<file path="config.mk">
export PLATFORM = sky130hd
export DESIGN_NAME = mm_uart
export DESIGN_NICKNAME = d
export VERILOG_FILES = /design/src/rtl/mm_uart_pkg.sv /design/src/rtl/uart_fifo.sv /design/src/rtl/mm_uart.sv
export SDC_FILE = /design/constraint.sdc
export NUM_CORES = 1
export LEC_CHECK = 0
export ABC_AREA = 1
export ABC_CLOCK_PERIOD_IN_PS = 6800
export CORE_AREA = 3 3 120 122
export CTS_CLUSTER_DIAMETER = 30
export DETAILED_ROUTE_END_ITERATION = 12
export DIE_AREA = 0 0 123 125
export GPL_TIMING_DRIVEN = 0
export PLACE_DENSITY = 0.85
export REMOVE_ABC_BUFFERS = 1
export SLEW_MARGIN = 40
export SYNTH_ARGS = -nofsm -noshare
export SYNTH_HDL_FRONTEND = slang
export SYNTH_SLANG_ARGS = --single-unit
</file>
<file path="constraint.sdc">
create_clock -name clk -period 6.8 [get_ports clk]
set_input_delay 0.68 -clock clk [delete_from_list [all_inputs] [get_ports clk]]
set_output_delay 0.68 -clock clk [all_outputs]
set_load 0.03 [all_outputs]
</file>
<file path="src/rtl/mm_uart_pkg.sv">
// Shared constants and state types for the memory-mapped UART.
// Register offsets, STATUS bit positions, FSM encodings and the divisor floor.
package mm_uart_pkg;

   localparam logic [1:0] OffTxData  = 2'd0;
   localparam logic [1:0] OffRxData  = 2'd1;
   localparam logic [1:0] OffStatus  = 2'd2;
   localparam logic [1:0] OffBaudDiv = 2'd3;

   localparam int unsigned StRxValid   = 0;
   localparam int unsigned StTxFull    = 1;
   localparam int unsigned StTxEmpty   = 2;
   localparam int unsigned StRxOverrun = 3;
   localparam int unsigned StTxBusy    = 4;
   localparam int unsigned StFrameErr  = 5;

   localparam logic [15:0] MinDiv = 16'd2;

   typedef enum logic [1:0] {TxIdle, TxStart, TxData, TxStop} tx_state_e;
   typedef enum logic [1:0] {RxIdle, RxStart, RxData, RxStop} rx_state_e;

   function automatic logic [15:0] clamp_div(input logic [15:0] v);
      return (v < MinDiv) ? MinDiv : v;
   endfunction

endpackage

</file>
<file path="src/rtl/uart_fifo.sv">
// Synchronous FIFO; pointers carry an extra wrap bit to tell full from empty.
// A push into a full FIFO is accepted only when a pop happens on the same edge.
module uart_fifo #(
   parameter int unsigned WIDTH = 8,
   parameter int unsigned DEPTH = 4
) (
   input  logic             clk,
   input  logic             rst,
   input  logic             push_i,
   input  logic             pop_i,
   input  logic [WIDTH-1:0] din_i,
   output logic [WIDTH-1:0] dout_o,
   output logic             full_o,
   output logic             empty_o
);

   localparam int unsigned AW = $clog2(DEPTH);

   logic [AW:0]      wptr_q, rptr_q;
   logic [WIDTH-1:0] mem_q [DEPTH];
   logic             do_push, do_pop;

   assign empty_o = (wptr_q == rptr_q);
   assign full_o  = (wptr_q[AW] != rptr_q[AW]) && (wptr_q[AW-1:0] == rptr_q[AW-1:0]);
   assign do_pop  = pop_i & ~empty_o;
   assign do_push = push_i & (~full_o | do_pop);
   assign dout_o  = mem_q[rptr_q[AW-1:0]];

   always_ff @(posedge clk or posedge rst) begin
      if (rst) begin
         wptr_q <= '0;
         rptr_q <= '0;
      end else begin
         if (do_push) wptr_q <= wptr_q + 1'b1;
         if (do_pop)  rptr_q <= rptr_q + 1'b1;
      end
   end

   always_ff @(posedge clk) begin
      if (do_push) mem_q[wptr_q[AW-1:0]] <= din_i;
   end

endmodule

</file>
<file path="src/rtl/mm_uart.sv">
// Memory-mapped UART: 4-word register window, TX FIFO feeding a serialiser,
// and a single-byte receive buffer with sticky error flags and irq.
module mm_uart
   import mm_uart_pkg::*;
#(
   parameter logic [15:0] BASE_ADDR = 16'hC000,
   parameter int unsigned TX_DEPTH  = 4,
   parameter logic [15:0] DIV_RST   = 16'd108
) (
   input  logic        clk,
   input  logic        rst,
   input  logic [15:0] addr,
   input  logic [15:0] wdata,
   input  logic        mm_we,
   input  logic        mm_re,
   output logic [15:0] rdata,
   output logic        tx,
   input  logic        rx,
   output logic        irq
);

   logic        sel;
   logic [1:0]  off;
   logic        wr_tx, wr_div, rd_rx, rd_st;
   logic [15:0] div_q, status;

   logic        fifo_full, fifo_empty, tx_pop;
   logic [7:0]  fifo_dout;

   tx_state_e   tx_st_q;
   logic [15:0] tx_cnt_q;
   logic [2:0]  tx_bit_q;
   logic [7:0]  tx_sh_q;
   logic        tx_q;

   rx_state_e   rx_st_q;
   logic [15:0] rx_cnt_q;
   logic [2:0]  rx_bit_q;
   logic [7:0]  rx_sh_q, rx_buf_q;
   logic        rx_meta_q, rx_sync_q, rx_prev_q;
   logic        rx_valid_q, rx_ovr_q, rx_ferr_q, irq_q;

   assign sel    = (addr[15:2] == BASE_ADDR[15:2]);
   assign off    = addr[1:0];
   assign wr_tx  = sel & mm_we & (off == OffTxData);
   assign wr_div = sel & mm_we & (off == OffBaudDiv);
   assign rd_rx  = sel & mm_re & (off == OffRxData);
   assign rd_st  = sel & mm_re & (off == OffStatus);

   assign tx  = tx_q;
   assign irq = irq_q;

   always_comb begin
      status              = '0;
      status[StRxValid]   = rx_valid_q;
      status[StTxFull]    = fifo_full;
      status[StTxEmpty]   = fifo_empty;
      status[StRxOverrun] = rx_ovr_q;
      status[StTxBusy]    = (tx_st_q != TxIdle);
      status[StFrameErr]  = rx_ferr_q;
   end

   always_comb begin
      rdata = '0;
      if (sel && mm_re) begin
         case (off)
            OffRxData:  rdata = {8'h00, rx_buf_q};
            OffStatus:  rdata = status;
            OffBaudDiv: rdata = div_q;
            default:    rdata = '0;
         endcase
      end
   end

   always_ff @(posedge clk or posedge rst) begin
      if (rst)         div_q <= DIV_RST;
      else if (wr_div) div_q <= clamp_div(wdata);
   end

   // Pop when idle, or at the end of a stop bit so frames run back-to-back.
   assign tx_pop = ~fifo_empty &
                   ((tx_st_q == TxIdle) || ((tx_st_q == TxStop) && (tx_cnt_q == '0)));

   uart_fifo #(
      .WIDTH (8),
      .DEPTH (TX_DEPTH)
   ) u_tx_fifo (
      .clk     (clk),
      .rst     (rst),
      .push_i  (wr_tx),
      .pop_i   (tx_pop),
      .din_i   (wdata[7:0]),
      .dout_o  (fifo_dout),
      .full_o  (fifo_full),
      .empty_o (fifo_empty)
   );

   always_ff @(posedge clk or posedge rst) begin
      if (rst) begin
         tx_st_q  <= TxIdle;
         tx_cnt_q <= '0;
         tx_bit_q <= '0;
         tx_sh_q  <= '0;
         tx_q     <= 1'b1;
      end else begin
         case (tx_st_q)
            TxIdle: begin
               if (tx_pop) begin
                  tx_sh_q  <= fifo_dout;
                  tx_q     <= 1'b0;
                  tx_cnt_q <= div_q - 16'd1;
                  tx_st_q  <= TxStart;
               end
            end
            TxStart: begin
               if (tx_cnt_q == '0) begin
                  tx_q     <= tx_sh_q[0];
                  tx_sh_q  <= tx_sh_q >> 1;
                  tx_bit_q <= '0;
                  tx_cnt_q <= div_q - 16'd1;
                  tx_st_q  <= TxData;
               end else begin
                  tx_cnt_q <= tx_cnt_q - 16'd1;
               end
            end
            TxData: begin
               if (tx_cnt_q == '0) begin
                  tx_cnt_q <= div_q - 16'd1;
                  if (tx_bit_q == 3'd7) begin
                     tx_q    <= 1'b1;
                     tx_st_q <= TxStop;
                  end else begin
                     tx_q     <= tx_sh_q[0];
                     tx_sh_q  <= tx_sh_q >> 1;
                     tx_bit_q <= tx_bit_q + 3'd1;
                  end
               end else begin
                  tx_cnt_q <= tx_cnt_q - 16'd1;
               end
            end
            default: begin
               if (tx_cnt_q != '0) begin
                  tx_cnt_q <= tx_cnt_q - 16'd1;
               end else if (tx_pop) begin
                  tx_sh_q  <= fifo_dout;
                  tx_q     <= 1'b0;
                  tx_cnt_q <= div_q - 16'd1;
                  tx_st_q  <= TxStart;
               end else begin
                  tx_st_q <= TxIdle;
               end
            end
         endcase
      end
   end

   always_ff @(posedge clk or posedge rst) begin
      if (rst) begin
         rx_meta_q  <= 1'b1;
         rx_sync_q  <= 1'b1;
         rx_prev_q  <= 1'b1;
         rx_st_q    <= RxIdle;
         rx_cnt_q   <= '0;
         rx_bit_q   <= '0;
         rx_sh_q    <= '0;
         rx_buf_q   <= '0;
         rx_valid_q <= 1'b0;
         rx_ovr_q   <= 1'b0;
         rx_ferr_q  <= 1'b0;
         irq_q      <= 1'b0;
      end else begin
         rx_meta_q <= rx;
         rx_sync_q <= rx_meta_q;
         rx_prev_q <= rx_sync_q;
         irq_q     <= rx_valid_q;
         if (rd_rx) rx_valid_q <= 1'b0;
         if (rd_st) begin
            rx_ovr_q  <= 1'b0;
            rx_ferr_q <= 1'b0;
         end
         case (rx_st_q)
            RxIdle: begin
               if (rx_prev_q && !rx_sync_q) begin
                  rx_cnt_q <= {1'b0, div_q[15:1]} - 16'd1;
                  rx_st_q  <= RxStart;
               end
            end
            RxStart: begin
               if (rx_cnt_q != '0) begin
                  rx_cnt_q <= rx_cnt_q - 16'd1;
               end else if (rx_sync_q) begin
                  rx_st_q <= RxIdle;
               end else begin
                  rx_bit_q <= '0;
                  rx_cnt_q <= div_q - 16'd1;
                  rx_st_q  <= RxData;
               end
            end
            RxData: begin
               if (rx_cnt_q != '0) begin
                  rx_cnt_q <= rx_cnt_q - 16'd1;
               end else begin
                  rx_sh_q  <= {rx_sync_q, rx_sh_q[7:1]};
                  rx_bit_q <= rx_bit_q + 3'd1;
                  rx_cnt_q <= div_q - 16'd1;
                  if (rx_bit_q == 3'd7) rx_st_q <= RxStop;
               end
            end
            default: begin
               if (rx_cnt_q != '0) begin
                  rx_cnt_q <= rx_cnt_q - 16'd1;
               end else begin
                  // A same-edge RXDATA pop loses to the new byte and is not an overrun.
                  if (rx_sync_q) begin
                     rx_buf_q   <= rx_sh_q;
                     rx_valid_q <= 1'b1;
                     if (rx_valid_q && !rd_rx) rx_ovr_q <= 1'b1;
                  end else begin
                     rx_ferr_q <= 1'b1;
                  end
                  rx_st_q <= RxIdle;
               end
            end
         endcase
      end
   end

endmodule
</file>
==> results.toml <==
[run_status]
status = "finished clean"

[critical_path]
cp_top_family = "simple AND/OR/NAND/NOR gates"
crit_chain = "clkdlybuf4s50_1 > nand2_1 > nor4_1 > and3_1 > nand2_2 > nor2_1 > clkdlybuf4s50_1"
r2r-start = "tx_st_q[0]$_DFFE_PP0P_"
crit_type = "input pin to output port"
crit_path_top_delay_cell = "clkdlybuf4s50_1"
crit_path_start_kind = "input pin"
crit_required_ps = 6120
cp-startpoint = "addr[14]"
arrival_ps = 3170
end_kind = "output port"
critPathMaxStageDelay_ps = 710
cp_common_cell = "clkdlybuf4s50_1"
worst-path-buf-inv = 2
worst-path-max-fanout = 8

[floorplan]
die_w_um = 123
pin_count = 55
rows = 42
initial_core_util = 0.649
core_sq_mm = 0.0133
die_h_um = 125
dieArea_sq_mm = 0.0154

[worst_hold_path]
worstHoldPathType = "register to register"
worstHoldStart = "rx_meta_q$_DFF_PP1_"

[synthesis]
ys_types = 49
avgSynthCellArea_sq_um = 6.99
async_reset_ff_frac = 0.750
synth_seq_cells = 128
synth_ff_type = "dfrtp_1"
yosysWarningCount = 0
synth_cells = 1235
ys_seq_area_frac = 0.391
synth-edff-count = 32
synth_area_sq_mm = 0.00863

[cts]
cts_resized = 0
clkTransAtPathRegs_ps = 60
root_buffer = "clkbuf_16"
cts_tree = "done"
postCtsSetupBuffers = 0
hold_buffers = 0
cts_buffer_depth = 2
cts_sinks = 128
cts-buffers-inserted = 17
cts.htree.levels = 4
insertion_delay_ps = 440

[grt]
grt_max_degree = 78
track_usage = 0.304
antenna_found_initial = 0
overflow = 0
grt_pass1_wl_um = 37300
grt_pass1_vias = 7710

[detailed_routing]
ant_nets = 0
vias = 8260
first_pass_iters = 6
drtIter0Drc = 779
wire_per_inst_um = 15.5
drc = 0
wl_um = 22600
vias_per_cell = 5.67

[sta]
clock.fmax_mhz = 260
setup_viol = 0
finalMaxSlewViolations = 0
min_period_over_period = 0.566
finalHoldViolCount = 0
slew_headroom = 0.432
worst_pin_slew_ps = 852
period_needed_ps = 3850
finalSetupTns_ps = 0
worst_slack_ps = 2950
rsz0062_at_grt = "false"
finClkSkew_ps = 9.14

[cells_and_area]
layout-drive-gt1-share = 0.0671
layout-area-overhead-vs-synth_pct = 13.4
multi_input_area_sq_mm = 0.00451
diodes = 0
utilization = 0.736
fin_nets = 1331
num-fill-cells = 1049
seqCellArea_sq_mm = 0.00337

[placement]
io_buffers = 54
dp_slack_ps = 2990
globalplace.congestion = 0.955
hpwlAfterDp_um = 15800

[flow_run]
drv_cap = 0

[pwr]
pwr-share-comb = 0.473
peakVddDrop_v = 0.000284
switching_share = 0.455
p_leak_nw = 4.67
p_seq_frac = 0.295
switchingPower_mw = 1.77
internal_power_mw = 2.12
power.total_mw = 3.88
power.density_mw_per_mm2 = 397
pwr-share-clk = 0.232
-- routing by layer --
metal	wire length [um]	vias to the layer above	GRT usage
met1	9530	3837	0.396
li1	-	4060	-
met3	1530	55	0.0723
met2	10900	308	0.488
met4	624	0	0.123
met5	0	-	0
-- Yosys cell counts, drive strengths merged (6+ instances only) --
master	n	area share
nor2	135	0.067
a32o	7	0.0081
xnor2	6	0.0061
a21oi	40	0.025
nand4	13	0.0094
inv	139	0.060
nand3	152	0.091
dfstp	8	0.024
o21ai	85	0.050
ha	25	0.036
clkbuf	15	0.0067
dfrtp	88	0.26
nand2	412	0.18
buf	25	0.020
edfxtp	32	0.11
xor2	16	0.016
nor4	7	0.0058
-- metrics by stage --
step / instances / hold WS (ps) / instance area (sq um)
after global routing: 1458 / 361 / 9790
final: 1458 / 358 / 9790
after detailed placement: 1426 / 351 / 9210
after floorplan: 1195 / 345 / 8400
after global placement: 1425 / 347 / 9170
after CTS: 1458 / 359 / 9790
-- placed cells by master (no fill, tap or decap), types with 6 or more instances in the layout --
cell type and count:
a21oi_1 39, a32o_1 7, clkbuf_16 18, clkdlybuf4s50_1 54
dfrtp_1 88, dfstp_2 8, edfxtp_1 32, ha_1 25
inv_1 132, inv_2 6, nand2_1 402, nand2_2 7
nand3_1 148, nand4_1 13, nor2_1 117, nor2_2 12
nor2_4 6, nor4_1 6, o21ai_0 80, xnor2_1 6
xor2_1 16
-- cell families (layout without fill, tap and decap cells) --
group           Yosys count  in the layout  share of synthesized area
simple gates            731            731                      0.366
buf+inv                 182            229                     0.0880
compound gates          145            145                     0.0944
flops                   128            128                      0.391
fa+ha+maj                25             25                     0.0362
xor+xnor                 22             22                     0.0223
mux                       2              2                    0.00261
-- sequential cells by signal, summed over array words and instances, names as in the netlist, 2 cells and up --
signal / cells
u_tx_fifo.mem_q: 32
div_q: 16
rx_cnt_q: 16
tx_cnt_q: 16
rx_buf_q: 8
rx_sh_q: 8
tx_sh_q: 8
rx_bit_q: 3
tx_bit_q: 3
u_tx_fifo.rptr_q: 3
u_tx_fifo.wptr_q: 3
rx_st_q: 2
tx_st_q: 2
-- path summary, 6_finish.rpt --
path	to	depth (start not counted)	slack, ps
setup / recovery	rdata[13]	7	2950
hold / removal	rx_sync_q$_DFF_PP1_	0	360
setup reg to reg	u_tx_fifo.mem_q[0][6]$_DFFE_PP_	8	3210
hold reg to reg	rx_sync_q$_DFF_PP1_	0	360
max in group asynchronous	rx_meta_q$_DFF_PP1_	3	5570
min in group asynchronous	tx_sh_q[1]$_DFFE_PP0P_	2	570
-- cell type report --
type,instances,share of cell area
multi-input combinational,925,0.461
sequential,128,0.345
timing repair buffer,55,0.0580
inverter,142,0.0552
clock buffer,22,0.0486
tap,176,0.0225
clock inverter,10,0.0106
-- power groups by stage --
stage	logic [mW]	registers, mW	clock network (mW)
6_report	1.84	1.15	0.901
3_3_place_gp	1.73	1.14	0
5_1_grt	2.10	1.16	0.936
3_5_place_dp	1.79	1.15	0
4_1_cts	1.81	1.14	0.902
2_1_floorplan	1.39	1.11	0
Power figures use the tool's default switching activity.
